`src/rtl/noc_write_arbiter.sv`:
```
// Round-robin arbiter for the shared write bus feeding the bus_repeater tree; one beat per cycle, bursts of up to MAX_BURST.
// Latency: valid->ready 1 cycle from IDLE, ready->bus 1 cycle. Optional counters under NOC_ARB_STATS_EN.
module noc_write_arbiter #(
    parameter int                N_REQ     = 4,
    parameter int                WB_WID    = 32,
    parameter int                MAX_BURST = 4,
    parameter logic [WB_WID-1:0] IDLE_ADR  = 32'hFFFF_FFFF
) (
    input  logic                    clk,
    input  logic                    rst,
    input  logic [N_REQ-1:0]        req_valid,
    input  logic [N_REQ*WB_WID-1:0] req_dat,
    input  logic [N_REQ*WB_WID-1:0] req_adr,
    output logic [N_REQ-1:0]        req_ready,
    output logic [WB_WID-1:0]       bus_dat,
    output logic [WB_WID-1:0]       bus_adr,
    output logic [N_REQ-1:0]        grant
`ifdef NOC_ARB_STATS_EN
    ,
    output logic [31:0]             stat_beats,
    output logic [31:0]             stat_grants
`endif
);

    localparam int PTR_W = (N_REQ > 1) ? $clog2(N_REQ) : 1;
    localparam int CNT_W = (MAX_BURST > 1) ? $clog2(MAX_BURST) : 1;
    localparam logic [CNT_W-1:0] LAST_BEAT = CNT_W'(MAX_BURST - 1);
    localparam logic [PTR_W-1:0] LAST_REQ  = PTR_W'(N_REQ - 1);
    localparam logic [PTR_W:0]   N_REQ_EXT = (PTR_W + 1)'(N_REQ);

    typedef enum logic {S_IDLE, S_BURST} state_t;

    state_t             r_state, w_state_nxt;
    logic [N_REQ-1:0]   r_grant, w_grant_nxt;
    logic [PTR_W-1:0]   r_owner, w_owner_nxt;
    logic [PTR_W-1:0]   r_rr_ptr, w_rr_nxt;
    logic [CNT_W-1:0]   r_beat_cnt, w_cnt_nxt;
    logic [WB_WID-1:0]  r_bus_dat, r_bus_adr;
    logic [WB_WID-1:0]  w_dat_arr [N_REQ];
    logic [WB_WID-1:0]  w_adr_arr [N_REQ];
    logic               w_pick_vld, w_accept, w_new_grant;
    logic [PTR_W-1:0]   w_pick;
`ifdef NOC_ARB_STATS_EN
    logic [31:0]        r_stat_beats, r_stat_grants;
`endif

    for (genvar g = 0; g < N_REQ; g++) begin : g_slice
        assign w_dat_arr[g] = req_dat[g*WB_WID +: WB_WID];
        assign w_adr_arr[g] = req_adr[g*WB_WID +: WB_WID];
    end

    // Descending scan so the smallest offset from rr_ptr is the one left standing.
    always_comb begin
        logic [PTR_W:0] w_sum;
        w_pick_vld = 1'b0;
        w_pick     = '0;
        w_sum      = '0;
        for (int k = N_REQ - 1; k >= 0; k--) begin
            w_sum = {1'b0, r_rr_ptr} + (PTR_W + 1)'(k);
            if (w_sum >= N_REQ_EXT) w_sum = w_sum - N_REQ_EXT;
            if (req_valid[w_sum[PTR_W-1:0]]) begin
                w_pick_vld = 1'b1;
                w_pick     = w_sum[PTR_W-1:0];
            end
        end
    end

    always_ff @(posedge clk) begin
        if (rst) begin
            r_state    <= S_IDLE;
            r_grant    <= '0;
            r_owner    <= '0;
            r_rr_ptr   <= '0;
            r_beat_cnt <= '0;
            r_bus_dat  <= '0;
            r_bus_adr  <= IDLE_ADR;
        end else begin
            r_state    <= w_state_nxt;
            r_grant    <= w_grant_nxt;
            r_owner    <= w_owner_nxt;
            r_rr_ptr   <= w_rr_nxt;
            r_beat_cnt <= w_cnt_nxt;
            r_bus_dat  <= w_accept ? w_dat_arr[r_owner] : '0;
            r_bus_adr  <= w_accept ? w_adr_arr[r_owner] : IDLE_ADR;
        end
    end

    always_comb begin
        w_state_nxt = r_state;
        w_grant_nxt = r_grant;
        w_owner_nxt = r_owner;
        w_rr_nxt    = r_rr_ptr;
        w_cnt_nxt   = r_beat_cnt;
        w_new_grant = 1'b0;
        case (r_state)
            S_IDLE: begin
                if (w_pick_vld) begin
                    w_state_nxt         = S_BURST;
                    w_grant_nxt         = '0;
                    w_grant_nxt[w_pick] = 1'b1;
                    w_owner_nxt         = w_pick;
                    w_cnt_nxt           = '0;
                    w_new_grant         = 1'b1;
                end
            end
            S_BURST: begin
                // Owner dropping valid forfeits the grant just like a completed burst.
                if (!w_accept || r_beat_cnt == LAST_BEAT) begin
                    w_state_nxt = S_IDLE;
                    w_grant_nxt = '0;
                    w_rr_nxt    = (r_owner == LAST_REQ) ? '0 : r_owner + 1'b1;
                end else begin
                    w_cnt_nxt = r_beat_cnt + 1'b1;
                end
            end
            default: w_state_nxt = S_IDLE;
        endcase
    end

    always_comb begin
        req_ready = '0;
        w_accept  = 1'b0;
        if (r_state == S_BURST) begin
            req_ready[r_owner] = req_valid[r_owner];
            w_accept           = req_valid[r_owner];
        end
    end

    assign bus_dat = r_bus_dat;
    assign bus_adr = r_bus_adr;
    assign grant   = r_grant;

`ifdef NOC_ARB_STATS_EN
    always_ff @(posedge clk) begin
        if (rst) begin
            r_stat_beats  <= '0;
            r_stat_grants <= '0;
        end else begin
            r_stat_beats  <= r_stat_beats  + 32'(w_accept);
            r_stat_grants <= r_stat_grants + 32'(w_new_grant);
        end
    end

    assign stat_beats  = r_stat_beats;
    assign stat_grants = r_stat_grants;
`endif

endmodule

```
`config.mk`:
```
export PLATFORM = sky130hd
export DESIGN_NAME = noc_write_arbiter
export DESIGN_NICKNAME = d
export VERILOG_FILES = /design/src/rtl/noc_write_arbiter.sv
export SDC_FILE = /design/constraint.sdc
export NUM_CORES = 1
export LEC_CHECK = 0
export CORE_AREA = 2 2 128 130
export CTS_BUF_LIST = sky130_fd_sc_hd__clkbuf_4 sky130_fd_sc_hd__clkbuf_8
export DETAILED_ROUTE_END_ITERATION = 7
export DIE_AREA = 0 0 130 132
export GPL_ROUTABILITY_DRIVEN = 0
export PLACE_DENSITY = 0.65
export SYNTH_ARGS = -nofsm -noshare
export SYNTH_HDL_FRONTEND = slang
export SYNTH_SLANG_ARGS = --single-unit
export TNS_END_PERCENT = 10
```
`constraint.sdc`:
```
create_clock -name clk -period 4.6 [get_ports clk]
set_input_delay 0.92 -clock clk [delete_from_list [all_inputs] [get_ports clk]]
set_output_delay 0.92 -clock clk [all_outputs]
set_load 0.01 [all_outputs]
```
* After elaboration in Yosys (flattened, before gate mapping)
Index checks and enable logic that the tools add are counted.
** Storage, ports and cells
- Register bits after elaboration :: 75
- Bits of input ports :: 262
- Word-level logic and storage cells :: 91
** Cells by class
- Add/sub/neg operators :: 9
- Magnitude comparators :: 13
- Equal/unequal tests :: 5
- Muxes and demuxes :: 44
- Bitwise logic cells :: 4
- Reductions and logical operators :: 9
** Operator list (number)
- 32-bit binary-select mux with 2-bit select :: 2
- 32-bit 2-to-1 mux :: 4
- 2-bit 2-to-1 mux :: 11
- 2-bit by 3-bit less-than comparator with 1-bit output (second input constant) :: 6
- 1-bit 2-to-1 mux :: 14
- 3-bit >= comparator (second input constant) :: 4
- 4-bit 2-to-1 mux :: 3
- 1-bit binary-select mux with 2-bit select :: 5
- 4-bit case mux with 2 select lines :: 1
- 2-bit AND reduction :: 4
- 2-bit by 1-bit subtractor with 2-bit output (second input constant) :: 4
- 2-bit by 2-bit adder with 3-bit output (second input constant) :: 2
- 2-bit by 1-bit adder with 2-bit output (second input constant) :: 2
- 4-bit bitwise AND :: 1
- 1-bit demux with 2-bit select :: 2
- 2-bit == test (second input constant) :: 2
- 2-bit by 1-bit >= comparator with 1-bit output (second input constant) :: 2
- 2-bit inequality test (second input constant) :: 2
- 2-bit case mux with 2 select lines :: 1
- 2-bit by 1-bit adder with 3-bit output (second input constant) :: 1
- 2-bit by 3-bit >= comparator with 1-bit output (second input constant) :: 1
- 2-bit NOT with 3-bit output :: 1
- 1-bit logical AND :: 2
- 2-bit by 1-bit inequality test with 1-bit output (second input constant) :: 1
- other kinds (5) :: 6

* Longest topological paths before layout
- Word-level depth :: 15
- Mapped depth :: 7
- Depth with buffers taken out :: 5

* Worst setup path after synthesis
No wires, ideal clock.
- Path kind :: input-to-output
- Start :: input port req_valid[0]
- End :: output port req_ready[0]
- Data arrival time :: 1693 ps
- Path slack :: 1987 ps
- Cell stages on the path :: 3
- Cell sequence :: mux2_4 mux2_2 and3_1
** On the way
- Cells in the longest elaborated chain, start to end :: 4
** Ends and longest elaborated chain
- start: declaration :: line 11 : input logic [N_REQ-1:0] req_valid,
- 1-bit binary-select mux with 2-bit select :: line 124 : req_ready[r_owner] = req_valid[r_owner];
- 1-bit 2-to-1 mux (implied by the code) :: line 124
- 4-bit bitwise AND (no line)
- 4-bit 2-to-1 mux :: line 123 : if (r_state == S_BURST) begin
- end: declaration :: line 14 : output logic [N_REQ-1:0] req_ready,
Every way passes these cells. The select of a mux whose other input is x is not followed.

* Worst setup path in the final report
- Start :: input port req_valid[3]
- End :: output port req_ready[3]
The elaborated chain is that of the path after synthesis.

==> impl_results.md <==
* Number of endpoints failing setup at the final stage at 0
* Area of the core at 15700 sq um
* Hold Crit Depth at 1
* Count of nets left with antenna violations after detail routing at 0
* Maximum vdd ir drop at 113 uV
* Initial drt markers at between 90 and 100
* Leakage power summed over all cells at 2.64 nW
* Arrival time at the worst endpoint at 2.77 ns
* Fin Setup TNS at 0 ns
* Internal Power at around 0.0014 W
* Clock transition at the registers of the reported paths at 0.07 ns
* Startpoint Class: primary input
* Cell area after synthesis at roughly 3900 sq um
* Endpoint kind of the worst setup timing path: primary output
* Clk Latency, worst-skew pair at 0.36 ns
* Count of H-tree levels built during CTS at 3
* Number of nets in the finished design at 880
* Clock group share of total power at 0.321
* Via count of the first global-routing pass at 4117
* Final period util at 0.803
* Overall fraction of global-route tracks in use at 0.175
* Run status: completed
* Height of the chip at approximately 130 um
* Maximum fanout along the worst path at 7
* Avg Cell Area, Syn at 13.4 sq um
* Count of final hold-check violations at 0
* Die width at 130 um
* Post-cts gate resize count at 0
* Mean number of vias per cell at 4.53
* Full die area at around 17000 sq um
* Power, Total at approximately 0.0018 W
* Most frequent cell after synthesis: dfxtp_1
* Number of distinct library cell variants in the gate-level netlist after synthesis at 35
* Synth top area cells: dfxtp_1 38%, mux4_2 37%, nor2b_1 5.3%
* Worst Hold Endpoint: grant[2]$_SDFFE_PP0P_
* Total half-perimeter wirelength after legalization and detailed placement at between 10 and 15 mm
* Layout-stage area growth over the synthesis result at 95.4%
* HP Class: reg2reg
* Proportion of synthesized chip area in sequential cells at 0.383
* Origin of the worst setup path: req_valid[3]
* Via count at 3776
* Number of sinks handled by clock tree synthesis at 75
* Final min period at 3.69 ns
* # fillers at about 1.4k
* Flop-to-flop setup slack at 1.98 ns
* Worst hold-check slack at 0.493 ns
* Maximum operating frequency at 271 MHz
* Instance count of the mapped netlist at 292
* Asr flop ratio synth at 0
* IO Count at 334
* Placement Cell Area at 7430 sq um
* FP Rows at 46
* DRT Pass-1 Iters at 4
* Number of buffers inserted during clock tree synthesis at 9
* Prevailing post-synth register cell: dfxtp_1
* Switching power at 0.000434 W
* Starting density of the core at 0.249
* Ranking of synthesized cells by instance count: 75 x dfxtp_1, 64 x mux4_2, 33 x nor2b_1
* Post-Syn Nets at between 500 and 600
* Maximum root-to-sink buffer count at 2
* Critical register-to-register path startpoint: r_owner[0]$_SDFFE_PP0P_
* Final slew viol count at 0
* Hold_sp: grant[2]$_SDFFE_PP0P_
* Unrepaired setup endpoints after global routing: no
* Number of post-CTS setup repair buffers at 0
* Worst flop-to-flop path endpoint: grant[3]$_SDFFE_PP0P_
* Port bufs at 333
* Hold buffer count at CTS at 0
* Post-synth top area share at 0.383
* Count of state elements after synthesis at 75
* Maximum number of pins on one net before global-route repair at 40
* Max-cap violations at 0
* Antenna diode instance count at 0
* Sw Ratio at 0.240
* Pwr dens at 237 nW/um^2
* Worst rel slew slack at 0.537
* Average wire length per cell after detail routing at 18.4 um
* Total overflow reported by the global router at 0
* Combinational Power Share at 0.287
* Fraction of layout instances using a drive strength above 1 at 0.149
* Clock tree root driver cell: clkbuf_8
* Area of all placed cells without fillers at 7660 sq um
* Worst Reg2Reg Path Length in Cells at 5
* Area leader, netlist: dfxtp_1
* DRC viols at 0
* Worst EP required at roughly 3.7 ns
* Wire length of the first global-routing pass at 22.5 mm
* Number of antenna violations at the first check in global routing at 0
* Power share of the sequential group at 0.393
* Number of warnings issued by yosys at 0
* TritonCTS clock tree: yes
* Critical path start-end classification: in2out
* Wire length reported by the detailed router at 15.3 mm
* Maximum clock skew at final layout at 0.0128 ns
* Number of flops mapped to enable cells by yosys at 0
* Worst-Margin Slew at just under 0.7 ns
## routing by layer
layer,vias to the layer above,global-route usage,wire length [um]
li1,1743,-,-
met1,1796,0.183,5460
met2,220,0.328,8140
met3,17,0.0503,1450
met4,0,0.0597,289
met5,-,0,0
## state kept, by name (all words and copies together) (netlist names)
name        flops
r_beat_cnt      2
bus_dat        32
grant           4
r_state         1
r_owner         2
bus_adr        32
r_rr_ptr        2
## critical path, cell delays in order
cell and delay, ns:
clkdlybuf4s50_1 0.52, mux2_4 0.32, mux2_2 0.31, and3_1 0.20, clkdlybuf4s50_1 0.50
## area by class of cell
cell class,instances,area [sq um],area share
multi-input combinational,186,2270,0.296
clock inverter,6,88.8,0.0116
tap,216,270,0.0353
inverter,5,18.8,0.00245
sequential,75,1510,0.197
clock buffer,10,138,0.0180
timing repair buffer,336,3370,0.440
## worst max-delay path by stage
stage,depth (start not counted),slack [ns],end
after floorplan,3,1.99,req_ready[0]
after global placement,5,0.97,req_ready[2]
after detailed placement,5,0.93,req_ready[3]
after CTS,5,0.92,req_ready[3]
after global routing,5,0.88,req_ready[3]
final,5,0.91,req_ready[3]
## metrics by stage
step	utilization	setup slack [ns]	std cells
3_3_place_gp	0.473	0.966	818
2_1_floorplan	-	1.99	292
6_report	0.487	0.905	834
4_1_cts	0.487	0.918	834
3_5_place_dp	0.473	0.928	818
5_1_grt	0.487	0.879	834
## power by group through the flow
stage	combinational [W]	clock [W]	sequential (W)
finish	0.000519	0.000581	0.000712
global route	0.000554	0.000628	0.000718
CTS	0.000526	0.000607	0.000714
detailed placement	0.000524	0	0.000729
global placement	0.000518	0	0.000728
floorplan	0.000223	0	0.000715
## logic make-up (layout without fill, tap and decap cells)
logic type,count (synthesis),after routing,synth area share
buf+inv,31,357,0.0386
mux,69,69,0.383
fa+ha+maj,5,5,0.0160
simple gates,93,93,0.144
compound gates,19,19,0.0351
flops,75,75,0.383
## cell usage in the layout, fill, tap and decap left out, types with 2 or more instances in the layout
master and count:
a21oi_1 8, a32o_1 4, and3_1 4, buf_4 2, bufinv_16 2, clkbuf_8 10
clkdlybuf4s50_1 333, clkinvlp_4 2, dfxtp_1 73, dfxtp_4 2, ha_1 5, inv_1 5
mux2_4 2, mux2i_1 2, mux4_2 64, nand2_1 3, nand3_1 2, nor2_1 7
nor2b_1 33, nor3b_1 2, or2_1 32, or2_2 3, or3_1 2
No activity file was read; power rests on OpenSTA's default activity.
